==> config.mk <==
export PLATFORM = sky130hd
export DESIGN_NAME = uart_tx_fifo
export DESIGN_NICKNAME = d
export VERILOG_FILES = /design/src/rtl/uart_tx_fifo_pkg.sv /design/src/rtl/uart_tx_fifo_fifo.sv /design/src/rtl/uart_tx_fifo.sv
export SDC_FILE = /design/constraint.sdc
export NUM_CORES = 1
export LEC_CHECK = 0
export ABC_AREA = 1
export CAP_MARGIN = 10
export CORE_MARGIN = 2
export CORE_UTILIZATION = 50
export CTS_BUF_LIST = sky130_fd_sc_hd__clkbuf_4 sky130_fd_sc_hd__clkbuf_8
export DETAILED_ROUTE_END_ITERATION = 8
export HOLD_SLACK_MARGIN = 0.02
export PLACE_DENSITY = 0.76
export SYNTH_ARGS = -nofsm -noshare
export SYNTH_HDL_FRONTEND = slang
export SYNTH_SLANG_ARGS = --single-unit
==> constraint.sdc <==
create_clock -name clk -period 2.8 [get_ports clk]
set_clock_uncertainty 0.2 [all_clocks]
set_input_delay 0.84 -clock clk [delete_from_list [all_inputs] [get_ports clk]]
set_output_delay 0.84 -clock clk [all_outputs]
set_load 0.005 [all_outputs]
==> src/rtl/uart_tx_fifo_pkg.sv <==
// Shared UART definitions: transmit FSM encodings, frame length and the baud divisor helper.
// The receive path uses the same divisor helper, so both directions agree on bit timing.
package uart_tx_fifo_pkg;

    localparam logic [1:0] UTX_IDLE  = 2'd0;
    localparam logic [1:0] UTX_START = 2'd1;
    localparam logic [1:0] UTX_DATA  = 2'd2;
    localparam logic [1:0] UTX_STOP  = 2'd3;

    localparam int UART_FRAME_BITS = 10;

    // Clock cycles per bit; the fractional part of the ratio is dropped.
    function automatic int uart_div(input int clk_hz, input int baud);
        return clk_hz / baud;
    endfunction

endpackage

==> src/rtl/uart_tx_fifo_fifo.sv <==
// Synchronous byte FIFO with occupancy count; the head entry is visible on dout whenever count > 0.
// Pushes while full and pops while empty are ignored.
module sync_byte_fifo #(
    parameter int DEPTH = 16
) (
    input  logic                     clk,
    input  logic                     nreset,
    input  logic                     push,
    input  logic [7:0]               din,
    input  logic                     pop,
    output logic [7:0]               dout,
    output logic [$clog2(DEPTH):0]   count,
    output logic                     full,
    output logic                     empty
);

    localparam int AW = $clog2(DEPTH);

    logic [7:0]    mem_q [DEPTH];
    logic [AW-1:0] wr_ptr_q, wr_ptr_d;
    logic [AW-1:0] rd_ptr_q, rd_ptr_d;
    logic [AW:0]   count_q, count_d;
    logic          push_ok;
    logic          pop_ok;

    assign full    = (count_q == (AW+1)'(DEPTH));
    assign empty   = (count_q == '0);
    assign push_ok = push & ~full;
    assign pop_ok  = pop & ~empty;
    assign dout    = mem_q[rd_ptr_q];
    assign count   = count_q;

    // Pointers wrap naturally because DEPTH is a power of two.
    always_comb begin
        wr_ptr_d = push_ok ? wr_ptr_q + AW'(1) : wr_ptr_q;
        rd_ptr_d = pop_ok  ? rd_ptr_q + AW'(1) : rd_ptr_q;
        count_d  = count_q + (AW+1)'(push_ok) - (AW+1)'(pop_ok);
    end

    always_ff @(posedge clk) begin
        if (!nreset) begin
            wr_ptr_q <= '0;
            rd_ptr_q <= '0;
            count_q  <= '0;
        end else begin
            wr_ptr_q <= wr_ptr_d;
            rd_ptr_q <= rd_ptr_d;
            count_q  <= count_d;
        end
    end

    always_ff @(posedge clk) begin
        if (push_ok) begin
            mem_q[wr_ptr_q] <= din;
        end
    end

endmodule

==> src/rtl/uart_tx_fifo.sv <==
// UART transmitter: queued bytes are sent as 8N1 frames on a registered line output.
// A one-cycle interrupt marks the end of the last frame once the queue has drained.
module uart_tx_fifo
    import uart_tx_fifo_pkg::*;
#(
    parameter int CLK_HZ     = 50000000,
    parameter int BAUD       = 115200,
    parameter int FIFO_DEPTH = 16
) (
    input  logic                          clk,
    input  logic                          nreset,
    input  logic                          wr_en,
    input  logic [7:0]                    wr_data,
    output logic                          fifo_full,
    output logic [$clog2(FIFO_DEPTH):0]   fifo_count,
    output logic                          tx_busy,
    output logic                          tx_done_interrupt,
    output logic                          uart_out
);

    localparam int DIV = uart_div(CLK_HZ, BAUD);
    localparam int BW  = $clog2(DIV);
    localparam int CW  = $clog2(FIFO_DEPTH) + 1;

    logic [1:0]    state_q, state_d;
    logic [BW-1:0] baud_q, baud_d;
    logic [2:0]    bit_q, bit_d;
    logic [7:0]    shift_q, shift_d;
    logic          out_q, out_d;
    logic          irq_q, irq_d;
    logic          busy_q, busy_d;

    logic          fifo_pop;
    logic [7:0]    fifo_dout;
    logic          fifo_empty;
    logic          push_acc;
    logic          bit_end;
    logic [CW-1:0] count_nxt;

    sync_byte_fifo #(
        .DEPTH (FIFO_DEPTH)
    ) u_fifo (
        .clk    (clk),
        .nreset (nreset),
        .push   (wr_en),
        .din    (wr_data),
        .pop    (fifo_pop),
        .dout   (fifo_dout),
        .count  (fifo_count),
        .full   (fifo_full),
        .empty  (fifo_empty)
    );

    assign push_acc = wr_en & ~fifo_full;
    assign bit_end  = (baud_q == BW'(DIV - 1));

    always_comb begin
        state_d  = state_q;
        baud_d   = baud_q + BW'(1);
        bit_d    = bit_q;
        shift_d  = shift_q;
        out_d    = out_q;
        irq_d    = 1'b0;
        fifo_pop = 1'b0;
        case (state_q)
            UTX_IDLE: begin
                baud_d = '0;
                if (!fifo_empty) begin
                    fifo_pop = 1'b1;
                    shift_d  = fifo_dout;
                    state_d  = UTX_START;
                    out_d    = 1'b0;
                end
            end
            UTX_START: begin
                if (bit_end) begin
                    baud_d  = '0;
                    bit_d   = 3'd0;
                    state_d = UTX_DATA;
                    out_d   = shift_q[0];
                end
            end
            UTX_DATA: begin
                if (bit_end) begin
                    baud_d = '0;
                    if (bit_q == 3'd7) begin
                        state_d = UTX_STOP;
                        out_d   = 1'b1;
                    end else begin
                        bit_d   = bit_q + 3'd1;
                        shift_d = {1'b0, shift_q[7:1]};
                        out_d   = shift_q[1];
                    end
                end
            end
            default: begin
                // Chaining straight into the next start bit keeps the frame period at 10*DIV.
                if (bit_end) begin
                    baud_d = '0;
                    if (!fifo_empty) begin
                        fifo_pop = 1'b1;
                        shift_d  = fifo_dout;
                        state_d  = UTX_START;
                        out_d    = 1'b0;
                    end else begin
                        state_d = UTX_IDLE;
                        irq_d   = 1'b1;
                    end
                end
            end
        endcase
    end

    assign count_nxt = fifo_count + CW'(push_acc) - CW'(fifo_pop);
    assign busy_d    = (state_d != UTX_IDLE) | (count_nxt != '0);

    always_ff @(posedge clk) begin
        if (!nreset) begin
            state_q <= UTX_IDLE;
            baud_q  <= '0;
            bit_q   <= 3'd0;
            out_q   <= 1'b1;
            irq_q   <= 1'b0;
            busy_q  <= 1'b0;
        end else begin
            state_q <= state_d;
            baud_q  <= baud_d;
            bit_q   <= bit_d;
            out_q   <= out_d;
            irq_q   <= irq_d;
            busy_q  <= busy_d;
        end
    end

    always_ff @(posedge clk) begin
        shift_q <= shift_d;
    end

    assign uart_out          = out_q;
    assign tx_done_interrupt = irq_q;
    assign tx_busy           = busy_q;

endmodule

==> results of run 1 <==
## repair_timing
action                                  in CTS  in global routing
endpoints found under the setup margin       0                  1
endpoints found under the hold margin        0                  0
resized for setup                            0                  1
buffers inserted                             0                  1
## power groups by stage
stage / sequential [mW] / clock [mW] / combinational (mW)
6_report: 3.12 / 1.63 / 2.11
5_1_grt: 3.14 / 1.75 / 2.38
4_1_cts: 3.12 / 1.65 / 2.09
3_5_place_dp: 3.17 / 0 / 2.08
3_3_place_gp: 3.16 / 0 / 2.00
2_1_floorplan: 3.13 / 0 / 1.53
## worst max-delay path: cells and delay by family, from the launching register on
kind	cells	cell delay, ns
DFF	1	0.36
and+or+nand+nor	3	0.34
buffers and inverters	1	0.51
## registers in the layout (all words and copies together), names as in the netlist, named ones only
register / count
state_q: 2
u_fifo.mem_q: 128
tx_busy: 1
shift_q: 8
u_fifo.rd_ptr_q: 4
u_fifo.wr_ptr_q: 4
u_fifo.count: 5
baud_q: 9
tx_done_interrupt: 1
uart_out: 1
bit_q: 3
## routing by layer
metal	vias to the layer above	GRT usage	routed length (um)
li1	2440	-	-
met1	2409	0.2479	6288
met2	170	0.3306	7616
met3	22	0.04193	945
met4	0	0.08235	304
met5	-	0	0
## final cells by class
cell class,count,area share
Multi-Input combinational cell,438,0.2707
Tap cell,184,0.02810
Clock buffer,17,0.02855
Inverter,51,0.02382
Clock inverter,14,0.01649
Sequential cell,170,0.5816
Timing Repair Buffer,49,0.05069
## cell usage in the layout, fill, tap and decap left out, drive strengths merged, types with 2 or more instances in the layout
cell,count
o22ai,5
nand2,99
o211ai,20
or2,2
ha,18
nor3,2
clkinv,4
nor2,133
nand3,36
a21oi,22
o21ai,89
clkdlybuf4s50,19
clkinvlp,2
buf,30
xor2,7
clkbuf,17
inv,58
edfxtp,136
dfxtp,34
## cells by family after synthesis
| group | after synthesis | synth area share |
|---|---|---|
| AND/OR/NAND/NOR | 275 | 0.1560 |
| flip-flops | 170 | 0.6499 |
| AO/OA/AOI/OAI | 137 | 0.1060 |
| buffers and inverters | 76 | 0.04779 |
| adder cells (fa/ha/maj) | 18 | 0.03072 |
| XOR/XNOR | 8 | 0.009558 |
## worst min-delay path by stage
stage,from,end,slack [ns],cells past startpoint
2_1_floorplan,baud_q[0],baud_q[0],0.23,1
3_3_place_gp,uart_out,uart_out,0.24,2
3_5_place_dp,uart_out,uart_out,0.24,2
4_1_cts,uart_out,uart_out,0.27,2
5_1_grt,bit_q[2],bit_q[2],0.30,2
6_report,uart_out,uart_out,0.26,2
## through the flow
stage                     cell area (um^2)  TNS (ns)
final                                 8194         0
after global routing                  8194         0
after CTS                             8184         0
after detailed placement              7815   -0.1136
after global placement                7815         0
after floorplan                       7331         0
==> run_results.csv, run 1 <==
group,metric,value,unit
pwr,p_clk_frac,0.237,
place,post-place-ws,-0.06911,ns
synthesis,syn_area,7331,um^2
critical_path,rr_endpoint,"tx_busy",
pwr,p_comb_frac,0.308,
grt,overflow,0,
pwr,p_total,6.863,mW
critical_path,ff2ff_path_depth,15,
synthesis,synth_nets,713,
critical_path,ff2ff_setup_slack,0.43,ns
detailed_routing,routedWlPerCell,16.42,um
synthesis,synth_edf_count,136,
place,dp_hpwl,9.738,mm
critical_path,arrival,1.65,ns
die,coreArea,14420,um^2
critical_path,worstPathCellList,"nor2_2 -> nand2_1 -> nor2_2 -> clkdlybuf4s50_1",
layout,final_nets,756,
sta,setup_viol,0,
detailed_routing,antenna_left,0,
min_path,hold_path.class,"reg -> reg",
sta,worstMarginPinSlew,0.9434,ns
die,die_h,125.1,um
clock_tree,htreeDepth,4,
layout,final_cells,923,
die,start_util,0.5082,
synthesis,synth_top_area_cell,"edfxtp_1",
detailed_routing,drt_pass1_iterations,6,
sta,rsz0062_at_grt,"false",
synthesis,ys_ff_latch,170,
sta,max_freq,372.3,MHz
critical_path,cp_common_cell,"nor2_2",
clock_tree,cts_buffers,17,
synthesis,synthArstFlopShare,0,
synthesis,synth.top_cell.area_share,0.5571,
synthesis,yosys-top-cells-area,"edfxtp_1 56%, dfxtp_1 9.3%, nor2_1 6.6%",
critical_path,reg2reg_from,"baud_q[0]",
sta,drv_slew,0,
clock_tree,cts_tree,"done",
layout,fin_util,0.5681,
sta,timing.hold.ws,0.2617,ns
pwr,internal-power,4.443,mW
critical_path,worstSetupPathType,"reg -> out",
detailed_routing,drt_iter0_markers,452,
clock_tree,clkSlewWorstSetupHoldPaths,0.09,ns
pwr,ir_drop,0.3796,mV
grt,grt_first_pass_wirelength,24.32,mm
synthesis,synth-warning-count,0,
detailed_routing,totalWireLength,15.15,mm
clock_tree,cts_root_buffer,"clkbuf_8",
critical_path,slowest_stage,"clkdlybuf4s50_1",
critical_path,startpoint_type,"flip-flop",
synthesis,yosysMostFrequentCell,"edfxtp_1",
critical_path,end_kind,"output pin",
synthesis,ys_types,36,
critical_path,timing.critical_path.from,"u_fifo.count[1]",
sta,finalHoldViolCount,0,
grt,grt_max_degree,71,
detailed_routing,vias_per_cell,5.462,
synthesis,syn_avg_cell_area,10.72,um^2
sta,post-route-period-util,0.9593,
sta,min_period,2.686,ns
critical_path,cp.required,1.76,ns
sta,fin_ws,0.1140,ns
pwr,seq_power_share,0.455,
detailed_routing,via_count,5041,
clock_tree,cts_buffer_depth,2,
place,gp_congestion,0.8967,
grt,antenna_found_initial,0,
die,die_area,15650,um^2
detailed_routing,route.detailed.drc,0,
place,portBuffers,19,
clock_tree,clock_latency,0.44,ns
die,std_cell_rows,44,
layout,area_delta_synth_final,11.78,%
critical_path,crit_path_end,"fifo_full",
die,io-pin-count,20,
critical_path,slowest_delay,0.51,ns
critical_path,critPathMaxFanout,4,
pwr,switching_share,0.3526,
layout,antenna-diode-count,0,
clock_tree,hold_buffers,0,
clock_tree,cts_sinks,170,
synthesis,seq_area_frac_synth,0.6499,
place,placed_cells,891,
job,maxCapViolCount,0,
grt,grt.total_usage,0.1964,
pwr,power.switching,2.420,mW
layout,seqCellArea,4766,um^2
synthesis,synthFlopType,"edfxtp_1",
run_status,status,"finished, final reports clean",
sta,max_slew_margin,0.3711,
synthesis,synth_cells,684,
layout,drive_gt1_frac,0.1218,
layout,multi_input_area,2218,um^2
layout,fillCellCount,1161,
pwr,power.density,837.6,nW/um^2
die,dieWidth,125.1,um
pwr,p_leak,3.002,nW
synthesis,synth_common_cells,"136 x edfxtp_1, 128 x nor2_1, 94 x nand2_1",
grt,grt_pass1_vias,4972,
Note: power is estimated with default switching activity, not from simulation.
==> inputs of run 2 (changes only) <==
--- a/config.mk
+++ b/config.mk
@@ -8,11 +8,11 @@
 export ABC_AREA = 1
 export CAP_MARGIN = 10
 export CORE_MARGIN = 2
-export CORE_UTILIZATION = 50
+export CORE_UTILIZATION = 62
 export CTS_BUF_LIST = sky130_fd_sc_hd__clkbuf_4 sky130_fd_sc_hd__clkbuf_8
 export DETAILED_ROUTE_END_ITERATION = 8
 export HOLD_SLACK_MARGIN = 0.02
-export PLACE_DENSITY = 0.76
+export PLACE_DENSITY = 0.89
 export SYNTH_ARGS = -nofsm -noshare
 export SYNTH_HDL_FRONTEND = slang
 export SYNTH_SLANG_ARGS = --single-unit
==> run 2 against run 1 <==
Combinational power rose by 4%. Via count rose by 7.3%. Hold slack improved by 0.0030 ns. Clock power barely moved. Non-clock buffer count fell by 5. Fmax fell by 1.1%. Flip-flop and latch count did not move. Register-to-register slack got worse by 0.22 ns. Critical endpoint unchanged. Routed wire length rose by 13%. Cell count fell by 4.9%. Largest power group unchanged. Sequential share of layout area rose by 0.51 points. First-iteration DRC count rose by 48%.
==> run_results.csv, run 2 (synthesized netlist as in run 1, its figures left out) <==
group,metric,value,unit
layout,final_cell_mix,"136 x edfxtp_1, 127 x nor2_1, 94 x nand2_1",
clock_tree,cts_sinks,170,
sta,setup_viol,0,
detailed_routing,route.detailed.drc,0,
critical_path,slowest_delay,0.51,ns
layout,reg_top3,"u_fifo.mem_q: 128 flops, baud_q: 9 flops, shift_q: 8 flops",
clock_tree,cts_root_buffer,"clkbuf_8",
grt,grt_first_pass_wirelength,27.52,mm
critical_path,worstSetupPathType,"reg -> out",
layout,final_nets,751,
die,die_area,12710,um^2
detailed_routing,routedWlPerCell,19.54,um
sta,max_slew_margin,0.3735,
place,placed_area,7726,um^2
die,io-pin-count,20,
critical_path,cp_common_cell,"nor2_2",
min_path,hold_path.class,"reg -> reg",
pwr,seq_power_share,0.448,
grt,antenna_found_initial,0,
layout,seqCellArea,4768,um^2
layout,regMostFlops,"u_fifo.mem_q",
layout,antenna-diode-count,0,
sta,rsz0062_at_grt,"false",
pwr,p_comb_frac,0.315,
layout,area_delta_synth_final,10.87,%
clock_tree,cts_buffer_depth,2,
clock_tree,cts_buffers,17,
critical_path,cp.required,1.76,ns
pwr,ir_drop,0.5604,mV
die,die_h,112.7,um
critical_path,critPathMaxFanout,4,
place,portBuffers,19,
detailed_routing,via_count,5409,
layout,multi_input_area,2223,um^2
critical_path,worstPathCellList,"nor2_2 -> nand2_1 -> nor2_2 -> clkdlybuf4s50_1",
die,dieWidth,112.7,um
die,std_cell_rows,39,
layout,fin_util,0.7088,
clock_tree,clock_latency,0.48,ns
detailed_routing,antenna_left,0,
detailed_routing,drt_iter0_markers,667,
sta,worstMarginPinSlew,0.9398,ns
die,start_util,0.6393,
place,dp_hpwl,10.57,mm
run_status,status,"finished, final reports clean",
critical_path,slowest_stage,"clkdlybuf4s50_1",
clock_tree,clkSlewWorstSetupHoldPaths,0.09,ns
pwr,internal-power,4.380,mW
job,maxCapViolCount,0,
layout,largest_reg_flops,128,
grt,grt_max_degree,71,
clock_tree,htreeDepth,4,
sta,max_freq,368.0,MHz
pwr,switching_share,0.3745,
critical_path,startpoint_type,"flip-flop",
sta,post-route-period-util,0.9704,
pwr,p_clk_frac,0.237,
critical_path,end_kind,"output pin",
layout,fillCellCount,698,
layout,final_cells,878,
detailed_routing,totalWireLength,17.16,mm
place,placed_cells,845,
grt,grt.total_usage,0.2835,
grt,grt_pass1_vias,5451,
pwr,power.density,861.6,nW/um^2
pwr,p_leak,2.990,nW
pwr,p_total,7.003,mW
pwr,power.switching,2.622,mW
clock_tree,cts_tree,"done",
layout,drive_gt1_frac,0.1211,
detailed_routing,vias_per_cell,6.161,
die,coreArea,11470,um^2
layout,final_area,8128,um^2
critical_path,arrival,1.68,ns
sta,timing.hold.ws,0.2648,ns
place,gp_congestion,0.8693,
grt,overflow,0,
layout,mostFrequentLayoutCell,"edfxtp_1",
detailed_routing,drt_pass1_iterations,5,
sta,drv_slew,0,
sta,min_period,2.717,ns
sta,finalHoldViolCount,0,
run 2: power by group through the flow:
| stage | Sequential, mW | Combinational [mW] | Clock [mW] |
|---|---|---|---|
| global placement | 3.16 | 1.96 | 0 |
| global route | 3.16 | 2.43 | 1.78 |
| floorplan | 3.13 | 1.53 | 0 |
| finish | 3.14 | 2.20 | 1.66 |
| detailed placement | 3.18 | 2.10 | 0 |
| CTS | 3.12 | 2.16 | 1.66 |
run 2: timing repair:
item	4_1_cts	5_1_grt
pin swaps	0	1
resized for setup	1	3
setup endpoints to repair	1	1
setup buffers	0	1
hold buffers	0	0
run 2: critical path: cells and delay by family, from the launching register on:
family | cells | cell delay (ns)
buffers and inverters | 1 | 0.51
DFF | 1 | 0.35
and+or+nand+nor | 3 | 0.35
run 2: final timing paths:
path | startpoint | to | slack, ns | depth (start not counted)
max reg2reg | state_q[0] | shift_q[1] | 0.21 | 6
min reg2reg | uart_out | uart_out | 0.26 | 2
max | u_fifo.count[1] | fifo_full | 0.08 | 4
min | uart_out | uart_out | 0.26 | 2
run 2: cell type report:
type                       instances  area share
sequential                       170      0.5867
multi-input combinational        438      0.2736
timing repair buffer              44     0.04649
clock buffer                      17     0.02879
inverter                          51     0.02401
tap                              143     0.02201
clock inverter                    15     0.01847
run 2: per-stage QoR:
stage	TNS (ns)	setup WS, ns
6_report	0	0.08275
5_1_grt	0	0.01332
4_1_cts	0	0.01220
3_5_place_dp	-0.2426	-0.1168
3_3_place_gp	0	0.01503
2_1_floorplan	0	0.4160
run 2: metal layers:
| layer | global-route usage | share of wire |
|---|---|---|
| met1 | 0.3368 | 0.36 |
| met5 | 0 | 0 |
| met3 | 0.06749 | 0.086 |
| met2 | 0.4834 | 0.51 |
| met4 | 0.1463 | 0.039 |
==> inputs of run 3 (changes only) <==
--- a/config.mk
+++ b/config.mk
@@ -8,11 +8,12 @@
 export ABC_AREA = 1
 export CAP_MARGIN = 10
 export CORE_MARGIN = 2
-export CORE_UTILIZATION = 62
+export CORE_UTILIZATION = 30
 export CTS_BUF_LIST = sky130_fd_sc_hd__clkbuf_4 sky130_fd_sc_hd__clkbuf_8
 export DETAILED_ROUTE_END_ITERATION = 8
 export HOLD_SLACK_MARGIN = 0.02
-export PLACE_DENSITY = 0.89
+export PLACE_DENSITY = 0.54
+export RECOVER_POWER = 100
 export SYNTH_ARGS = -nofsm -noshare
 export SYNTH_HDL_FRONTEND = slang
 export SYNTH_SLANG_ARGS = --single-unit
==> run 3 against run 2 <==
Cell area up 2.5%. Register-to-register slack better by 0.04 ns. Routed wire length shrank 7.0%. Combinational power decreased by 4%. Setup slack better by 0.012 ns. Die area up 100%. Clock-buffer cell count unchanged. Critical path depth stayed put. Flip-flop and latch count unchanged. Sequential share of layout area shrank 1.5 points.
==> run_results.csv, run 3 (synthesized netlist as in run 1, its figures left out) <==
group,metric,value,unit
min_path,hold_path.class,"reg -> reg",
sta,fin_ws,0.09429,ns
sta,max_freq,369.6,MHz
critical_path,slowest_stage,"clkdlybuf4s50_1",
layout,drive_gt1_frac,0.09960,
layout,regMostFlops,"u_fifo.mem_q",
critical_path,rr_endpoint,"shift_q[5]",
clock_tree,clock_latency,0.47,ns
detailed_routing,routed-wl-met2,7.753,mm
layout,antenna-diode-count,0,
die,die_area,25700,um^2
layout,fin_util,0.3445,
critical_path,critPathMaxFanout,3,
sta,rsz0062_at_grt,"false",
run_status,status,"finished, final reports clean",
min_path,hold_end,"uart_out",
place,portBuffers,19,
grt,antenna_found_initial,0,
detailed_routing,wl_met3,618,um
min_path,hold_start,"uart_out",
die,io-pin-count,20,
layout,area_delta_synth_final,13.62,%
place,gp_congestion,0.7437,
detailed_routing,route.detailed.drc,0,
sta,setup_viol,0,
die,die_h,160.3,um
clock_tree,clkSlewWorstSetupHoldPaths,0.09,ns
clock_tree,cts_buffer_depth,2,
critical_path,slowest_delay,0.52,ns
sta,drv_slew,0,
die,coreArea,24180,um^2
layout,largest_reg_flops,128,
sta,max_slew_margin,0.2819,
detailed_routing,routedWlPerCell,14.95,um
detailed_routing,vias_per_cell,4.515,
critical_path,crit_cells,4,
job,maxCapViolCount,0,
grt,grt.total_usage,0.1284,
pwr,power.density,828.5,nW/um^2
clock_tree,cts_root_buffer,"clkbuf_8",
critical_path,arrival,1.67,ns
detailed_routing,met1Wirelength,7.365,mm
grt,grt_first_pass_wirelength,25.17,mm
place,post-place-ws,-0.02170,ns
critical_path,ff2ff_setup_slack,0.25,ns
detailed_routing,totalWireLength,15.96,mm
detailed_routing,routed.top_layer,"met4",
sta,post-route-period-util,0.9663,
min_path,hold_depth,2,
layout,reg_top3,"u_fifo.mem_q: 128 flops, baud_q: 9 flops, shift_q: 8 flops",
detailed_routing,drt_iter0_markers,314,
place,dp_hpwl,10.07,mm
sta,worstMarginPinSlew,1.077,ns
die,std_cell_rows,57,
critical_path,cp.required,1.76,ns
die,start_util,0.3032,
clock_tree,cts_buffers,17,
critical_path,worstSetupPathType,"reg -> out",
layout,mostFrequentLayoutCell,"edfxtp_1",
detailed_routing,via_count,4817,
die,dieWidth,160.3,um
detailed_routing,antenna_left,0,
critical_path,worstPathCellList,"nor2_4 -> nand2_1 -> nor2_2 -> clkdlybuf4s50_1",
grt,overflow,0,
layout,multi_input_area,2201,um^2
pwr,p_leak,2.985,nW
sta,finalHoldViolCount,0,
layout,seqCellArea,4765,um^2
critical_path,path_buf_inv,1,
clock_tree,htreeDepth,4,
layout,fillCellCount,2432,
grt,grt_max_degree,59,
critical_path,end_kind,"output pin",
clock_tree,cts_tree,"done",
grt,grt_pass1_vias,4514,
layout,final_cell_mix,"136 x edfxtp_1, 129 x nor2_1, 96 x nand2_1",
pwr,ir_drop,0.3234,mV
critical_path,critPathTopFamily,"buffers and inverters",
sta,min_period,2.706,ns
clock_tree,cts_sinks,170,
layout,final_nets,759,
critical_path,startpoint_type,"flip-flop",
detailed_routing,drt_pass1_iterations,4,
critical_path,ff2ff_path_depth,7,
-- run 3: worst max-delay path by stage --
stage / start / end
after floorplan: wr_en / u_fifo.count[2]
after global placement: wr_en / u_fifo.count[2]
after detailed placement: wr_en / tx_busy
after CTS: u_fifo.count[1] / fifo_full
after global routing: u_fifo.count[3] / fifo_full
final: u_fifo.count[0] / fifo_full
-- run 3: stage by stage --
step	hold WS [ns]	setup TNS, ns	instance area (um^2)	std cells	total power [mW]
final	0.2634	0	8329	1067	6.901
after global routing	0.3136	0	8329	1067	7.371
after CTS	0.2725	0	8421	1067	7.067
after detailed placement	0.2463	-0.02887	8025	1034	5.362
after global placement	0.2416	0	8025	1034	5.354
after floorplan	0.2331	0	7331	684	4.667
-- run 3: timing repair --
| item | 4_1_cts | 5_1_grt |
|---|---|---|
| gates resized for setup | 2 | 0 |
| setup buffers | 1 | 0 |
| hold buffers | 0 | 0 |
| setup endpoints to repair | 1 | 0 |
-- run 3: report_power, final --
group | switching (mW) | internal, mW
logic | 1.39 | 0.724
clock network | 1.01 | 0.666
registers | 0.126 | 2.99
total | 2.52 | 4.38
-- run 3: layout make-up --
cell class | instances | share of cell area
clock buffer | 17 | 0.02809
clock inverter | 15 | 0.01758
inverter | 51 | 0.02343
multi-input combinational | 438 | 0.2642
sequential | 170 | 0.5720
tap | 324 | 0.04867
timing repair buffer | 52 | 0.04597
-- run 3: worst reg2reg max path, delay by kind of cell, from the launching register on --
family / cells / cell delay [ns]
AND/OR/NAND/NOR: 3 / 0.22
flip-flops: 1 / 0.40
buffers and inverters: 1 / 0.82
AO/OA/AOI/OAI: 3 / 0.80
-- run 3: per-layer routing --
| layer | global-route usage | vias up |
|---|---|---|
| met1 | 0.1712 | 2277 |
| met3 | 0.02712 | 16 |
| met4 | 0.04177 | 0 |
| li1 | - | 2449 |
| met5 | 0 | - |
| met2 | 0.2100 | 75 |
